### config.mk
export PLATFORM = sky130hd
export DESIGN_NAME = adc_spi_in
export DESIGN_NICKNAME = d
export VERILOG_FILES = /design/src/rtl/adc_spi_in.sv
export SDC_FILE = /design/constraint.sdc
export NUM_CORES = 1
export LEC_CHECK = 0
export ABC_AREA = 0
export CORE_ASPECT_RATIO = 0.75
export CORE_UTILIZATION = 61
export CTS_CLUSTER_SIZE = 28
export DETAILED_ROUTE_END_ITERATION = 7
export PLACE_DENSITY = 0.8
export SETUP_SLACK_MARGIN = 0.15
export SYNTH_ARGS = -nofsm -noshare
export SYNTH_HDL_FRONTEND = slang
export SYNTH_SLANG_ARGS = --single-unit
### constraint.sdc
create_clock -name clock -period 4.56 [get_ports clock]
set_input_delay 0.912 -clock clock [delete_from_list [all_inputs] [get_ports clock]]
set_output_delay 0.912 -clock clock [all_outputs]
set_load 0.02 [all_outputs]
### src/rtl/adc_spi_in.sv
`default_nettype none
// +----------------------------------------------------------------------------+
// | Module  : adc_spi_in                                                       |
// | Purpose : Receive-only SPI slave for the external ADC. Resynchronises an   |
// |           asynchronous SCK/data pair into the system clock domain and      |
// |           assembles WORD_BITS-bit LSB-first frames. Each complete frame    |
// |           updates data_out0 with a one-cycle data_received strobe. A long  |
// |           gap between SCK rising edges discards a truncated frame.         |
// | Ports   : clock          in  1          system clock, rising edge          |
// |           reset          in  1          synchronous, active-low            |
// |           spi_clock_in   in  1          SPI SCK (async, idle low)          |
// |           spi_data_in    in  1          SPI data, stable on SCK rise       |
// |           data_out0      out WORD_BITS  last complete received word        |
// |           data_received  out 1          one-cycle pulse on update          |
// | Revision: 1.0  initial release                                             |
// +----------------------------------------------------------------------------+
module adc_spi_in #(
  parameter int WORD_BITS      = 16,
  parameter int TIMEOUT_CYCLES = 1024
) (
  input  logic                 clock,
  input  logic                 reset,
  input  logic                 spi_clock_in,
  input  logic                 spi_data_in,
  output logic [WORD_BITS-1:0] data_out0,
  output logic                 data_received
);

  localparam int CNT_W = $clog2(WORD_BITS);
  localparam int TO_W  = $clog2(TIMEOUT_CYCLES + 1);

  typedef enum logic [1:0] {
    IDLE  = 2'd0,
    SHIFT = 2'd1,
    DONE  = 2'd2
  } state_t;

  state_t               state, state_next;
  logic                 sck_s1, sck_s2, sck_prev;
  logic                 dat_s1, dat_s2;
  logic [WORD_BITS-1:0] shift_reg, shift_next;
  logic [CNT_W-1:0]     bit_cnt, bit_cnt_next;
  logic [TO_W-1:0]      timeout_cnt, timeout_next;
  logic [WORD_BITS-1:0] data_out_next;
  logic                 received_next;
  logic                 sck_rise;

  // Data travels through the same two-flop depth as SCK, so the sampled bit
  // lines up with the detected edge.
  assign sck_rise = sck_s2 & ~sck_prev;

  always_ff @(posedge clock) begin
    if (!reset) begin
      sck_s1        <= 1'b0;
      sck_s2        <= 1'b0;
      sck_prev      <= 1'b0;
      dat_s1        <= 1'b0;
      dat_s2        <= 1'b0;
      state         <= IDLE;
      shift_reg     <= '0;
      bit_cnt       <= '0;
      timeout_cnt   <= '0;
      data_out0     <= '0;
      data_received <= 1'b0;
    end else begin
      sck_s1        <= spi_clock_in;
      sck_s2        <= sck_s1;
      sck_prev      <= sck_s2;
      dat_s1        <= spi_data_in;
      dat_s2        <= dat_s1;
      state         <= state_next;
      shift_reg     <= shift_next;
      bit_cnt       <= bit_cnt_next;
      timeout_cnt   <= timeout_next;
      data_out0     <= data_out_next;
      data_received <= received_next;
    end
  end

  always_comb begin
    state_next    = state;
    shift_next    = shift_reg;
    bit_cnt_next  = bit_cnt;
    timeout_next  = timeout_cnt;
    data_out_next = data_out0;
    received_next = 1'b0;

    unique case (state)
      IDLE: begin
        timeout_next = '0;
        if (sck_rise) begin
          shift_next    = '0;
          shift_next[0] = dat_s2;
          bit_cnt_next  = CNT_W'(1);
          state_next    = SHIFT;
        end
      end

      SHIFT: begin
        // An edge always takes priority over the timeout, so a frame whose
        // last edge lands on the expiry cycle still completes.
        if (sck_rise) begin
          shift_next[bit_cnt] = dat_s2;
          timeout_next        = '0;
          if (bit_cnt == CNT_W'(WORD_BITS - 1)) begin
            bit_cnt_next = '0;
            state_next   = DONE;
          end else begin
            bit_cnt_next = bit_cnt + CNT_W'(1);
          end
        end else if (timeout_cnt >= TO_W'(TIMEOUT_CYCLES - 1)) begin
          shift_next   = '0;
          bit_cnt_next = '0;
          timeout_next = '0;
          state_next   = IDLE;
        end else begin
          timeout_next = timeout_cnt + TO_W'(1);
        end
      end

      DONE: begin
        data_out_next = shift_reg;
        received_next = 1'b1;
        timeout_next  = '0;
        state_next    = IDLE;
      end

      default: begin
        state_next = IDLE;
      end
    endcase
  end

endmodule
`default_nettype wire

==> results of run 1 <==
cell usage in the layout, fill, tap and decap left out, types with 3 or more instances in the layout:
| cell type | n |
|---|---|
| sky130_fd_sc_hd__a21oi_1 | 50 |
| sky130_fd_sc_hd__a31oi_1 | 4 |
| sky130_fd_sc_hd__and2_1 | 7 |
| sky130_fd_sc_hd__and2b_2 | 4 |
| sky130_fd_sc_hd__and3_1 | 6 |
| sky130_fd_sc_hd__clkbuf_8 | 5 |
| sky130_fd_sc_hd__clkdlybuf4s50_1 | 20 |
| sky130_fd_sc_hd__dfxtp_1 | 55 |
| sky130_fd_sc_hd__ha_1 | 5 |
| sky130_fd_sc_hd__inv_1 | 3 |
| sky130_fd_sc_hd__nand2_1 | 59 |
| sky130_fd_sc_hd__nand3_1 | 6 |
| sky130_fd_sc_hd__nand4_1 | 7 |
| sky130_fd_sc_hd__nor2_1 | 13 |
| sky130_fd_sc_hd__nor2b_1 | 5 |
| sky130_fd_sc_hd__nor3b_1 | 4 |
| sky130_fd_sc_hd__o211ai_1 | 3 |
| sky130_fd_sc_hd__o21ai_0 | 7 |
| sky130_fd_sc_hd__o221a_1 | 9 |
| sky130_fd_sc_hd__o221a_2 | 6 |
| sky130_fd_sc_hd__or3_1 | 4 |
where the power goes:
| group | internal, W | switching (W) | total, W |
|---|---|---|---|
| registers | 0.000484 | 0.00000432 | 0.000488 |
| logic | 0.0000128 | 0.0000235 | 0.0000363 |
| clock network | 0.000219 | 0.000151 | 0.000370 |
| total | 0.000716 | 0.000178 | 0.000894 |
cells by family (layout without fill, tap and decap cells):
family / count (synthesis) / after routing / share of synthesized area [%]
adder cells (fa/ha/maj): 5 / 5 / 2.33
AO/OA/AOI/OAI: 93 / 93 / 23.3
flip-flops: 55 / 55 / 41.0
multiplexers: 1 / 1 / 0.373
AND/OR/NAND/NOR: 130 / 130 / 25.0
buffers and inverters: 27 / 33 / 7.97
final cells by class:
type | instances | area (um2)
tap | 55 | 68.8
clock buffer | 6 | 72.6
multi-input combinational | 229 | 1370
clock inverter | 2 | 60.1
timing repair buffer | 21 | 208
inverter | 4 | 15.0
fill | 369 | 1230
sequential | 55 | 1100
worst min-delay path by stage:
stage                        endpoint  slack (ns)  depth (start not counted)
finish              dat_s2$_SDFF_PN0_        0.44                          1
global route        dat_s2$_SDFF_PN0_        0.45                          1
CTS                 dat_s2$_SDFF_PN0_        0.44                          1
detailed placement  dat_s2$_SDFF_PN0_        0.42                          1
global placement    dat_s2$_SDFF_PN0_        0.41                          1
floorplan           dat_s2$_SDFF_PN0_        0.41                          1
stage by stage:
step           worst slack, ns  hold slack [ns]
6_report                  1.78            0.442
5_1_grt                   1.57            0.449
4_1_cts                   1.77            0.444
3_5_place_dp              1.45            0.419
3_3_place_gp              1.52            0.414
2_1_floorplan             2.51            0.412
routing by layer:
metal	share of wire, %	track usage, %	wire [um]
met5	0	0	0
met1	51	38.0	2760
met3	6.9	5.38	377
met4	0.40	4.23	22
met2	42	35.8	2280
==> key figures, run 1 <==
Critical path
  – Worst Setup SP: reset
  – Largest stage delay on the critical path: between 0.6 and 0.7 ns
  – Capture point of the worst path: timeout_cnt[3]$_SDFFE_PN0P_
  – CP Buf/Inv Count: 3
  – CP Max Fanout: 33
  – Cell family contributing the most delay on the critical path: buffers and inverters
  – Cell chain of the critical path: clkdlybuf4s50_1 > buf_4 > clkinv_1 > nor3b_1 > o211ai_1 > o21ai_0
  – Reg-to-reg critical path startpoint: timeout_cnt[0]$_SDFFE_PN0P_
  – Logic depth of the worst path, buffers included: 6
  – Critical-path top delay cell: sky130_fd_sc_hd__clkinv_1
  – Worst flop-to-flop path endpoint: bit_cnt[0]$_SDFFE_PN0P_
  – Reg-to-reg setup timing slack: around 2.4 ns
  – Endpoint class of the critical path: flip-flop
  – Kind of critical path: input pin to flip-flop
  – Depth of the most critical reg-to-reg path: 5
  – Sort of element at the start of the critical path: input pin
  – Data arrival at the endpoint of the critical path: between 3 and 4 ns
  – CP Data Required Time: about 4.8 ns

STA
  – Unrepaired setup endpoints after global routing: no
  – Max Clock Skew: about 0.0070 ns
  – Share of the clock period used by the worst path: slightly above 60%
  – Final setup violation count: 0
  – Worst-margin pin slew: 0.957 ns
  – Clock period minus worst slack: around 2.8 ns
  – Total count of hold-check failures in the final report: 0
  – Max Slew Vio Count: 0
  – Tightest slew margin relative to the limit: a little over a third
  – Setup TNS: 0 ns
  – Fmax: 359 MHz

Drt
  – Average routed wire per standard cell: between 10 and 15 um
  – Vias: roughly 2200
  – Violation count after the first detailed-routing iteration: ~350
  – Remaining DRCs: 0
  – Pre-Repair DR Iteration Count: 4
  – Post-DRT Antenna Nets: 0
  – Detailed-route vias per instance: between 6 and 7
  – Post-detailed-routing wire length: between 5 and 6 mm

Placement
  – Buffers added on ports: 20
  – Detailed placer's ending HPWL: around 3.7 mm
  – Global placement routability congestion: 0.895
  – Dpl cells: about 360
  – DP Area: approximately 2800 um2

Cells and area
  – Non-filler instance count after layout: ~370
  – Share of the core filled with cells in the final layout: between 70% and 80%
  – # diodes: 0
  – # nets final: around 330
  – Synth-to-Final Area Change: 7.83%
  – Fraction of layout cells with a size suffix above 1: 8.20%
  – Final non-filler cell area: around 2900 um2

Synthesis
  – Most used DFF post-synth: sky130_fd_sc_hd__dfxtp_1
  – Leading cell type by number of instances after synthesis: sky130_fd_sc_hd__nand2_1
  – Synth Warn #: 0
  – Register bit count reported by yosys: 55
  – Most used standard cells in the synthesized netlist: sky130_fd_sc_hd__nand2_1 (59), sky130_fd_sc_hd__dfxtp_1 (55), sky130_fd_sc_hd__a21oi_1 (50)
  – EDFF count, synth: 0
  – Area share of the largest cell type after synthesis: between 40% and 50%
  – FFs w/ async S/R, synth: 0%
  – Largest area contributor in the netlist: sky130_fd_sc_hd__dfxtp_1
  – Mapped cell area: roughly 2700 um2
  – Synth area leaders: sky130_fd_sc_hd__dfxtp_1 (41%), sky130_fd_sc_hd__a21oi_1 (9.3%), sky130_fd_sc_hd__nand2_1 (8.2%)
  – Fraction of the yosys area taken by sequential cells: 41.0%
  – Count of cell types in the netlist: 55
  – Gate Count Post-Synth: around 310
  – Number of nets in the synthesized netlist: between 300 and 400
  – Avg Synthesized Cell Area: roughly 8.6 um2

CTS
  – CTS sink count: between 50 and 60
  – CTS tree: built
  – Hold buffer count at CTS: 0
  – Number of cells upsized or downsized after cts: 0
  – CTS root buffer: sky130_fd_sc_hd__clkbuf_8
  – Clock Path Buffers: 2
  – Inserted Clock Buffers: 5
  – Clk pin slew, worst setup/hold paths: ~0.10 ns
  – Post-CTS setup repair buffer count: 0
  – CTS H-tree lvls: 2
  – Clock latency of the later-clocked register in the worst-skew pair: ~0.30 ns

Pwr
  – Leakage dissipation: between 0.9 and 1 nW
  – Overall power of the completed layout: 0.000894 W
  – Worst ir drop on vdd: between 0.2 and 0.25 mV
  – Pwr per Cell Area: 309 nW/um2

Floorplanning
  – Floorplan die area: roughly 4700 um2
  – Placeable core region: around 4100 um2
  – # rows: 20
  – I/O pin cnt: 21
  – Die Y: 59.5 um
  – Die W: 78.6 um
  – Initial core utilization: between 60% and 70%

GRT
  – Global-route wire length before repair: ~9.1 mm
  – Total global-route track usage: 24.8%
  – Number of antenna violations at the first check in global routing: 0
  – Vias in the first global route: ~1900
  – Remaining global-route overflow: 0
  – Pin count of the biggest net entering global routing: 34

Outcome
  – Run status: completed

Min path
  – Worst min-delay path class: flip-flop to flip-flop
  – Start point of the worst min-delay path: dat_s1$_SDFF_PN0_

Flow run
  – Number of violations of the max-capacitance limit: 0
Power figures use the tool's default switching activity.
==> inputs of run 2 (changes only) <==
CORE_UTILIZATION = 58   (was 61)
PLACE_DENSITY = 0.76   (was 0.8)
clock period = 2.7 ns   (was 4.56 ns; I/O delays follow)
==> run 2 against run 1 <==
Compared with the run above: sequential power grew 69%; total power grew 59%; utilization shrank 5.1 points; non-clock buffer count grew 2; cell count grew 0.81%; clock skew is essentially flat; largest power group unchanged; wire length grew 2.4%.
==> key figures, run 2 (synthesized netlist as in run 1, its figures left out) <==
Cells and area
  – Most common cell after layout, fill and taps aside: sky130_fd_sc_hd__nand2_1 (unchanged)
  – # diodes: 0 (unchanged)
  – Commonest cells after routing, fill and taps aside: sky130_fd_sc_hd__nand2_1 (59), sky130_fd_sc_hd__dfxtp_1 (55), sky130_fd_sc_hd__a21oi_1 (50) (unchanged)
  – Synth-to-Final Area Change: 7.50% (was 7.83%)
  – Fraction of layout cells with a size suffix above 1: 8.81% (was 8.20%)
  – # nets final: 327 (was 325)

Critical path
  – CP Data Required Time: 2.90 ns (was 4.80 ns)
  – Data arrival at the endpoint of the critical path: 2.34 ns (was 3.02 ns)
  – Cell chain of the critical path: ha_1 > a21oi_1 > or4_4 > and2_4 > o311a_1 (was clkdlybuf4s50_1 > buf_4 > clkinv_1 > nor3b_1 > o211ai_1 > o21ai_0)
  – Reg-to-reg setup timing slack: 0.56 ns (was 2.37 ns)
  – Endpoint class of the critical path: flip-flop (unchanged)
  – Kind of critical path: flip-flop to flip-flop (was input pin to flip-flop)
  – Worst flop-to-flop path endpoint: bit_cnt[0]$_SDFFE_PN0P_ (unchanged)
  – Largest stage delay on the critical path: 0.65 ns (was 0.69 ns)
  – Reg-to-reg critical path startpoint: timeout_cnt[0]$_SDFFE_PN0P_ (unchanged)
  – Sort of element at the start of the critical path: flip-flop (was input pin)
  – CP Max Fanout: 18 (was 33)
  – Worst Setup SP: timeout_cnt[0]$_SDFFE_PN0P_ (was reset)
  – Depth of the most critical reg-to-reg path: 5 (unchanged)
  – Critical-path top delay cell: sky130_fd_sc_hd__or4_4 (was sky130_fd_sc_hd__clkinv_1)

Drt
  – Met1 Wirelength: 2.92 mm (was 2.76 mm)
  – Average routed wire per standard cell: 14.8 um (was 14.6 um)
  – Detailed-route vias per instance: 5.99 (was 6.01)
  – Violation count after the first detailed-routing iteration: 202 (was 352)
  – Vias: 2246 (was 2236)
  – Post-DRT Antenna Nets: 0 (unchanged)
  – Highest Signal Layer: met4 (unchanged)
  – Pre-Repair DR Iteration Count: 4 (unchanged)
  – Met2 routed wirelength: 2.34 mm (was 2.28 mm)
  – Post-detailed-routing wire length: 5.57 mm (was 5.44 mm)
  – Wire length on met3: 274 um (was 377 um)
  – Remaining DRCs: 0 (unchanged)

STA
  – Share of the clock period used by the worst path: 79.2%
  – Max Slew Vio Count: 0 (unchanged)
  – Setup TNS: 0 ns (unchanged)
  – Total count of hold-check failures in the final report: 0 (unchanged)
  – Worst-margin pin slew: 0.826 ns (was 0.957 ns)
  – Unrepaired setup endpoints after global routing: no (unchanged)
  – Final setup violation count: 0 (unchanged)
  – Tightest slew margin relative to the limit: 44.8% (was 36.0%)
  – Max Clock Skew: 0.00731 ns (was 0.00704 ns)
  – Fmax: 468 MHz
  – Clock period minus worst slack: around 2.1 ns

CTS
  – Post-CTS setup repair buffer count: 0 (unchanged)
  – Inserted Clock Buffers: 5 (unchanged)
  – Clk pin slew, worst setup/hold paths: 0.10 ns (about the same)
  – Clock latency of the later-clocked register in the worst-skew pair: 0.31 ns (was 0.30 ns)
  – Hold buffer count at CTS: 0 (unchanged)
  – Clock Path Buffers: 2 (unchanged)
  – CTS sink count: 55 (unchanged)
  – Number of cells upsized or downsized after cts: 0 (unchanged)
  – CTS H-tree lvls: 2 (unchanged)
  – CTS tree: built (unchanged)
  – CTS root buffer: sky130_fd_sc_hd__clkbuf_8 (unchanged)

Floorplanning
  – # rows: 21 (was 20)
  – Die W: 80.6 um (was 78.6 um)
  – Die Y: 60.9 um (was 59.5 um)
  – Initial core utilization: 60.5% (was 65.0%)
  – I/O pin cnt: 21 (unchanged)
  – Placeable core region: 4440 um2 (was 4130 um2)
  – Floorplan die area: 4910 um2 (was 4670 um2)

GRT
  – Remaining global-route overflow: 0 (unchanged)
  – Vias in the first global route: 1928 (was 1883)
  – Global-route wire length before repair: 9.38 mm (was 9.05 mm)
  – Pin count of the biggest net entering global routing: 33 (was 34)
  – Total global-route track usage: 25.0% (was 24.8%)
  – Number of antenna violations at the first check in global routing: 0 (unchanged)

Pwr
  – Worst ir drop on vdd: 0.381 mV (was 0.225 mV)
  – Pwr per Cell Area: 492 nW/um2 (was 309 nW/um2)
  – Overall power of the completed layout: 0.00142 W (was 0.000894 W)
  – Leakage dissipation: 0.992 nW (was 0.997 nW)

Outcome
  – Run status: completed (unchanged)

Flow run
  – Number of violations of the max-capacitance limit: 0 (unchanged)

Min path
  – Start point of the worst min-delay path: sck_s1$_SDFF_PN0_ (was dat_s1$_SDFF_PN0_)
  – Number of cells on the worst hold path: 1 (unchanged)
  – Endpoint, Worst Hold: sck_s2$_SDFF_PN0_ (was dat_s2$_SDFF_PN0_)
  – Worst min-delay path class: flip-flop to flip-flop (unchanged)

Placement
  – Detailed placer's ending HPWL: 3.73 mm (was 3.67 mm)
  – Global placement routability congestion: 0.904 (was 0.895)
  – Buffers added on ports: 20 (unchanged)
-- run 2: cell types whose count changed in the layout (fill, tap and decap cells not counted) --
cell	previous run	this run
sky130_fd_sc_hd__clkinvlp_4	0	1
sky130_fd_sc_hd__bufinv_16	2	1
sky130_fd_sc_hd__buf_4	1	3
sky130_fd_sc_hd__clkbuf_1	1	0
-- run 2: per-layer routing --
metal | vias up | GRT usage [%]
li1 | 1138 | -
met1 | 1039 | 37.1
met2 | 66 | 36.6
met3 | 3 | 4.51
met4 | 0 | 8.42
met5 | - | 0
-- run 2: worst max-delay path by stage --
stage                                             to  cells after the start  slack (ns)
after floorplan           shift_reg[12]$_SDFFE_PN0P_                      8        0.65
after global placement       bit_cnt[0]$_SDFFE_PN0P_                      5        0.66
after detailed placement     bit_cnt[0]$_SDFFE_PN0P_                      5        0.60
after CTS                    bit_cnt[0]$_SDFFE_PN0P_                      5        0.57
after global routing         bit_cnt[0]$_SDFFE_PN0P_                      5        0.43
final                        bit_cnt[0]$_SDFFE_PN0P_                      5        0.56
-- run 2: cell type report --
type | count | area [um2]
sequential | 55 | 1100
timing repair buffer | 23 | 223
fill | 388 | 1550
tap | 57 | 71.3
multi-input combinational | 229 | 1370
inverter | 4 | 15.0
clock buffer | 5 | 68.8
clock inverter | 2 | 37.5
-- run 2: critical path, delay by kind of cell (launching register included) --
| kind | cells | cell delay [ns] |
|---|---|---|
| and+or+nand+nor | 2 | 0.91 |
| adders and majority gates | 1 | 0.24 |
| DFF | 1 | 0.46 |
| AOI/OAI and AO/OA | 2 | 0.43 |
-- run 2: power by group --
group	internal [W]	switching (W)
clock network	0.000271	0.000262
registers	0.000817	0.00000746
logic	0.0000226	0.0000409
-- run 2: through the flow --
| stage | hold slack, ns | utilization [%] | worst slack, ns | instance area [um2] | cells |
|---|---|---|---|---|---|
| final | 0.441 | 65.0 | 0.562 | 2890 | 375 |
| after global routing | 0.467 | 65.0 | 0.431 | 2890 | 375 |
| after CTS | 0.444 | 65.0 | 0.572 | 2890 | 375 |
| after detailed placement | 0.421 | 62.6 | 0.596 | 2780 | 368 |
| after global placement | 0.415 | 62.6 | 0.659 | 2780 | 368 |
| after floorplan | 0.412 | - | 0.651 | 2690 | 311 |
==> inputs of run 3 (changes only) <==
CORE_UTILIZATION = 52   (was 58)
PLACE_DENSITY = 0.72   (was 0.76)
clock period = 1.9 ns   (was 2.7 ns; I/O delays follow)
==> run 3 against run 2 <==
Compared with the run above: clock skew barely moved; sequential power rose by 41%; maximum frequency rose by 22%; cell count rose by 6.4%; die area rose by 11%; combinational power rose by 72%; largest power group unchanged; sequential share of layout area fell by 2.1 points; highest routed layer unchanged; clock-buffer cell count rose by 1; critical path depth fell by 1; the flow now finishes with violations (DRC); register-to-register slack got worse by 0.42 ns; setup slack got worse by 0.42 ns; flip-flop and latch count did not move.
==> key figures, run 3 (synthesized netlist as in run 1, its figures left out) <==
Outcome
  – Run status: complete, but fails checks (was completed)
  – Violated checks: DRC

Placement
  – DP Area: 2910 um2 (was 2780 um2)
  – Detailed placer's ending HPWL: 3.96 mm (was 3.73 mm)
  – Buffers added on ports: 20 (unchanged)
  – Pre-CTS setup slack: 0.0975 ns (was 0.596 ns)
  – Global placement routability congestion: 0.862 (was 0.904)
  – Dpl cells: 383 (was 368)

Critical path
  – Data arrival at the endpoint of the critical path: 1.95 ns (was 2.34 ns)
  – Reg-to-reg setup timing slack: 0.14 ns (was 0.56 ns)
  – Endpoint class of the critical path: flip-flop (unchanged)
  – CP Data Required Time: 2.10 ns (was 2.90 ns)
  – Sort of element at the start of the critical path: flip-flop (unchanged)
  – CP Max Fanout: 7 (was 18)
  – Kind of critical path: flip-flop to flip-flop (unchanged)

Floorplanning
  – I/O pin cnt: 21 (unchanged)
  – Initial core utilization: 54.5% (was 60.5%)
  – Placeable core region: 4930 um2 (was 4440 um2)
  – Floorplan die area: 5460 um2 (was 4910 um2)
  – Die Y: 64.2 um (was 60.9 um)
  – # rows: 22 (was 21)
  – Die W: 85.0 um (was 80.6 um)

STA
  – Unrepaired setup endpoints after global routing: yes (was no)
  – Fmax: 569 MHz (was 468 MHz)
  – Max Clock Skew: 0.00720 ns (was 0.00731 ns)
  – Smallest hold slack: 0.449 ns (was 0.441 ns)
  – Clock period minus worst slack: 1.76 ns (was 2.14 ns)
  – Final setup violation count: 0 (unchanged)
  – Max Slew Vio Count: 0 (unchanged)
  – Share of the clock period used by the worst path: 92.4% (was 79.2%)
  – Worst-margin pin slew: 0.602 ns (was 0.826 ns)
  – Worst Setup Slack, final: 0.144 ns (was 0.562 ns)
  – Tightest slew margin relative to the limit: 59.6% (was 44.8%)
  – Total count of hold-check failures in the final report: 0 (unchanged)

CTS
  – CTS sink count: 55 (unchanged)
  – Inserted Clock Buffers: 5 (unchanged)
  – Clk pin slew, worst setup/hold paths: 0.09 ns (was 0.10 ns)
  – CTS tree: built (unchanged)
  – Clock latency of the later-clocked register in the worst-skew pair: 0.30 ns (was 0.31 ns)
  – CTS H-tree lvls: 2 (unchanged)
  – CTS root buffer: sky130_fd_sc_hd__clkbuf_8 (unchanged)
  – Clock Path Buffers: 2 (unchanged)

GRT
  – Vias in the first global route: 2008 (was 1928)
  – Met3 layer usage reported by global route: 4.91% (was 4.51%)
  – Remaining global-route overflow: 0 (unchanged)
  – Total global-route track usage: 22.6% (was 25.0%)
  – Global routing met2 resource utilization: 32.1% (was 36.6%)
  – Layer carrying the most global-route usage: met1 (unchanged)
  – Number of antenna violations at the first check in global routing: 0 (unchanged)
  – Pin count of the biggest net entering global routing: 33 (unchanged)
  – Met1 demand-to-capacity share in global routing: 34.1% (was 37.1%)
  – Global-route wire length before repair: 9.72 mm (was 9.38 mm)

Drt
  – Remaining DRCs: 5 (was 0)
  – Post-detailed-routing wire length: 5.93 mm (was 5.57 mm)
  – Detailed-route vias per instance: 5.80 (was 5.99)
  – Vias: 2314 (was 2246)
  – Pre-Repair DR Iteration Count: 6 (was 4)
  – Post-DRT Antenna Nets: 0 (unchanged)
  – Violation count after the first detailed-routing iteration: 185 (was 202)
  – Average routed wire per standard cell: 14.9 um (was 14.8 um)

Cells and area
  – Commonest cells after routing, fill and taps aside: sky130_fd_sc_hd__nand2_1 (59), sky130_fd_sc_hd__dfxtp_1 (44), sky130_fd_sc_hd__a21oi_1 (43) (was sky130_fd_sc_hd__nand2_1 (59), sky130_fd_sc_hd__dfxtp_1 (55), sky130_fd_sc_hd__a21oi_1 (50))
  – Fill cell instance count of the final layout: 415 (was 388)
  – Non-filler instance count after layout: 399 (was 375)
  – # nets final: 348 (was 327)
  – Final non-filler cell area: 3150 um2 (was 2890 um2)
  – Synth-to-Final Area Change: 17.1% (was 7.50%)
  – Fraction of layout cells with a size suffix above 1: 20.4% (was 8.81%)
  – Share of the core filled with cells in the final layout: 63.8% (was 65.0%)
  – Most common cell after layout, fill and taps aside: sky130_fd_sc_hd__nand2_1 (unchanged)
  – # diodes: 0 (unchanged)

Pwr
  – Pwr per Cell Area: 624 nW/um2 (was 492 nW/um2)
  – Worst ir drop on vdd: 0.536 mV (was 0.381 mV)
  – Leakage dissipation: 1.11 nW (was 0.992 nW)

Flow run
  – Number of violations of the max-capacitance limit: 0 (unchanged)

Min path
  – Worst min-delay path class: flip-flop to flip-flop (unchanged)
## run 3: changes by cell type in the layout (fill, tap and decap cells not counted), sizes merged
| cell | delta |
|---|---|
| buf | +19 |
| and2 | +2 |
| bufinv | -1 |
| clkbuf | +1 |
## run 3: cell type report
type                            count  area, um2  share of cell area (%)
Tap cell                           60       75.1                    2.39
Clock buffer                        6       93.8                    2.98
Inverter                            4       15.0                   0.477
Sequential cell                    55       1130                    36.0
Multi-Input combinational cell    231       1430                    45.5
Timing Repair Buffer               42        390                    12.4
Clock inverter                      1       7.51                   0.239
## run 3: worst max-delay path, stage by stage (launching register included)
cell                      delay (ns)
sky130_fd_sc_hd__dfxtp_4        0.38
sky130_fd_sc_hd__nand4_1        0.15
sky130_fd_sc_hd__or4_4          0.64
sky130_fd_sc_hd__and2_4         0.20
sky130_fd_sc_hd__o221a_2        0.29
## run 3: layer usage
| metal | part of all wire, % | vias to the layer above |
|---|---|---|
| li1 | - | 1174 |
| met1 | 54 | 1082 |
| met2 | 41 | 49 |
| met3 | 4.0 | 9 |
| met4 | 1.2 | 0 |
| met5 | 0 | - |
## run 3: worst paths after layout
check,from,end,depth (start not counted)
hold reg to reg,sck_s1$_SDFF_PN0_,sck_s2$_SDFF_PN0_,1
hold / removal,sck_s1$_SDFF_PN0_,sck_s2$_SDFF_PN0_,1
setup / recovery,timeout_cnt[2]$_SDFFE_PN0P_,shift_reg[10]$_SDFFE_PN0P_,4
setup reg to reg,timeout_cnt[2]$_SDFFE_PN0P_,shift_reg[10]$_SDFFE_PN0P_,4
## run 3: power breakdown
group	total (W)	internal [W]	switching [W]	leakage [nW]
logic	0.000109	0.0000449	0.0000641	0.614
registers	0.00116	0.00115	0.00000916	0.452
clock network	0.000694	0.000333	0.000361	0.0484
total	0.00196	0.00153	0.000435	1.11
## run 3: stage by stage
stage / power (W) / setup TNS, ns
finish: 0.00196 / 0
global route: 0.00203 / 0
CTS: 0.00198 / 0
detailed placement: 0.00130 / 0
global placement: 0.00130 / 0
floorplan: 0.00127 / -0.0397
## run 3: repair_timing
item,4_1_cts,5_1_grt
endpoints found under the setup margin,16,19
hold buffers,0,0
gates cloned,2,0
pin swaps,2,3
buffers inserted,0,7
resized for setup,9,14
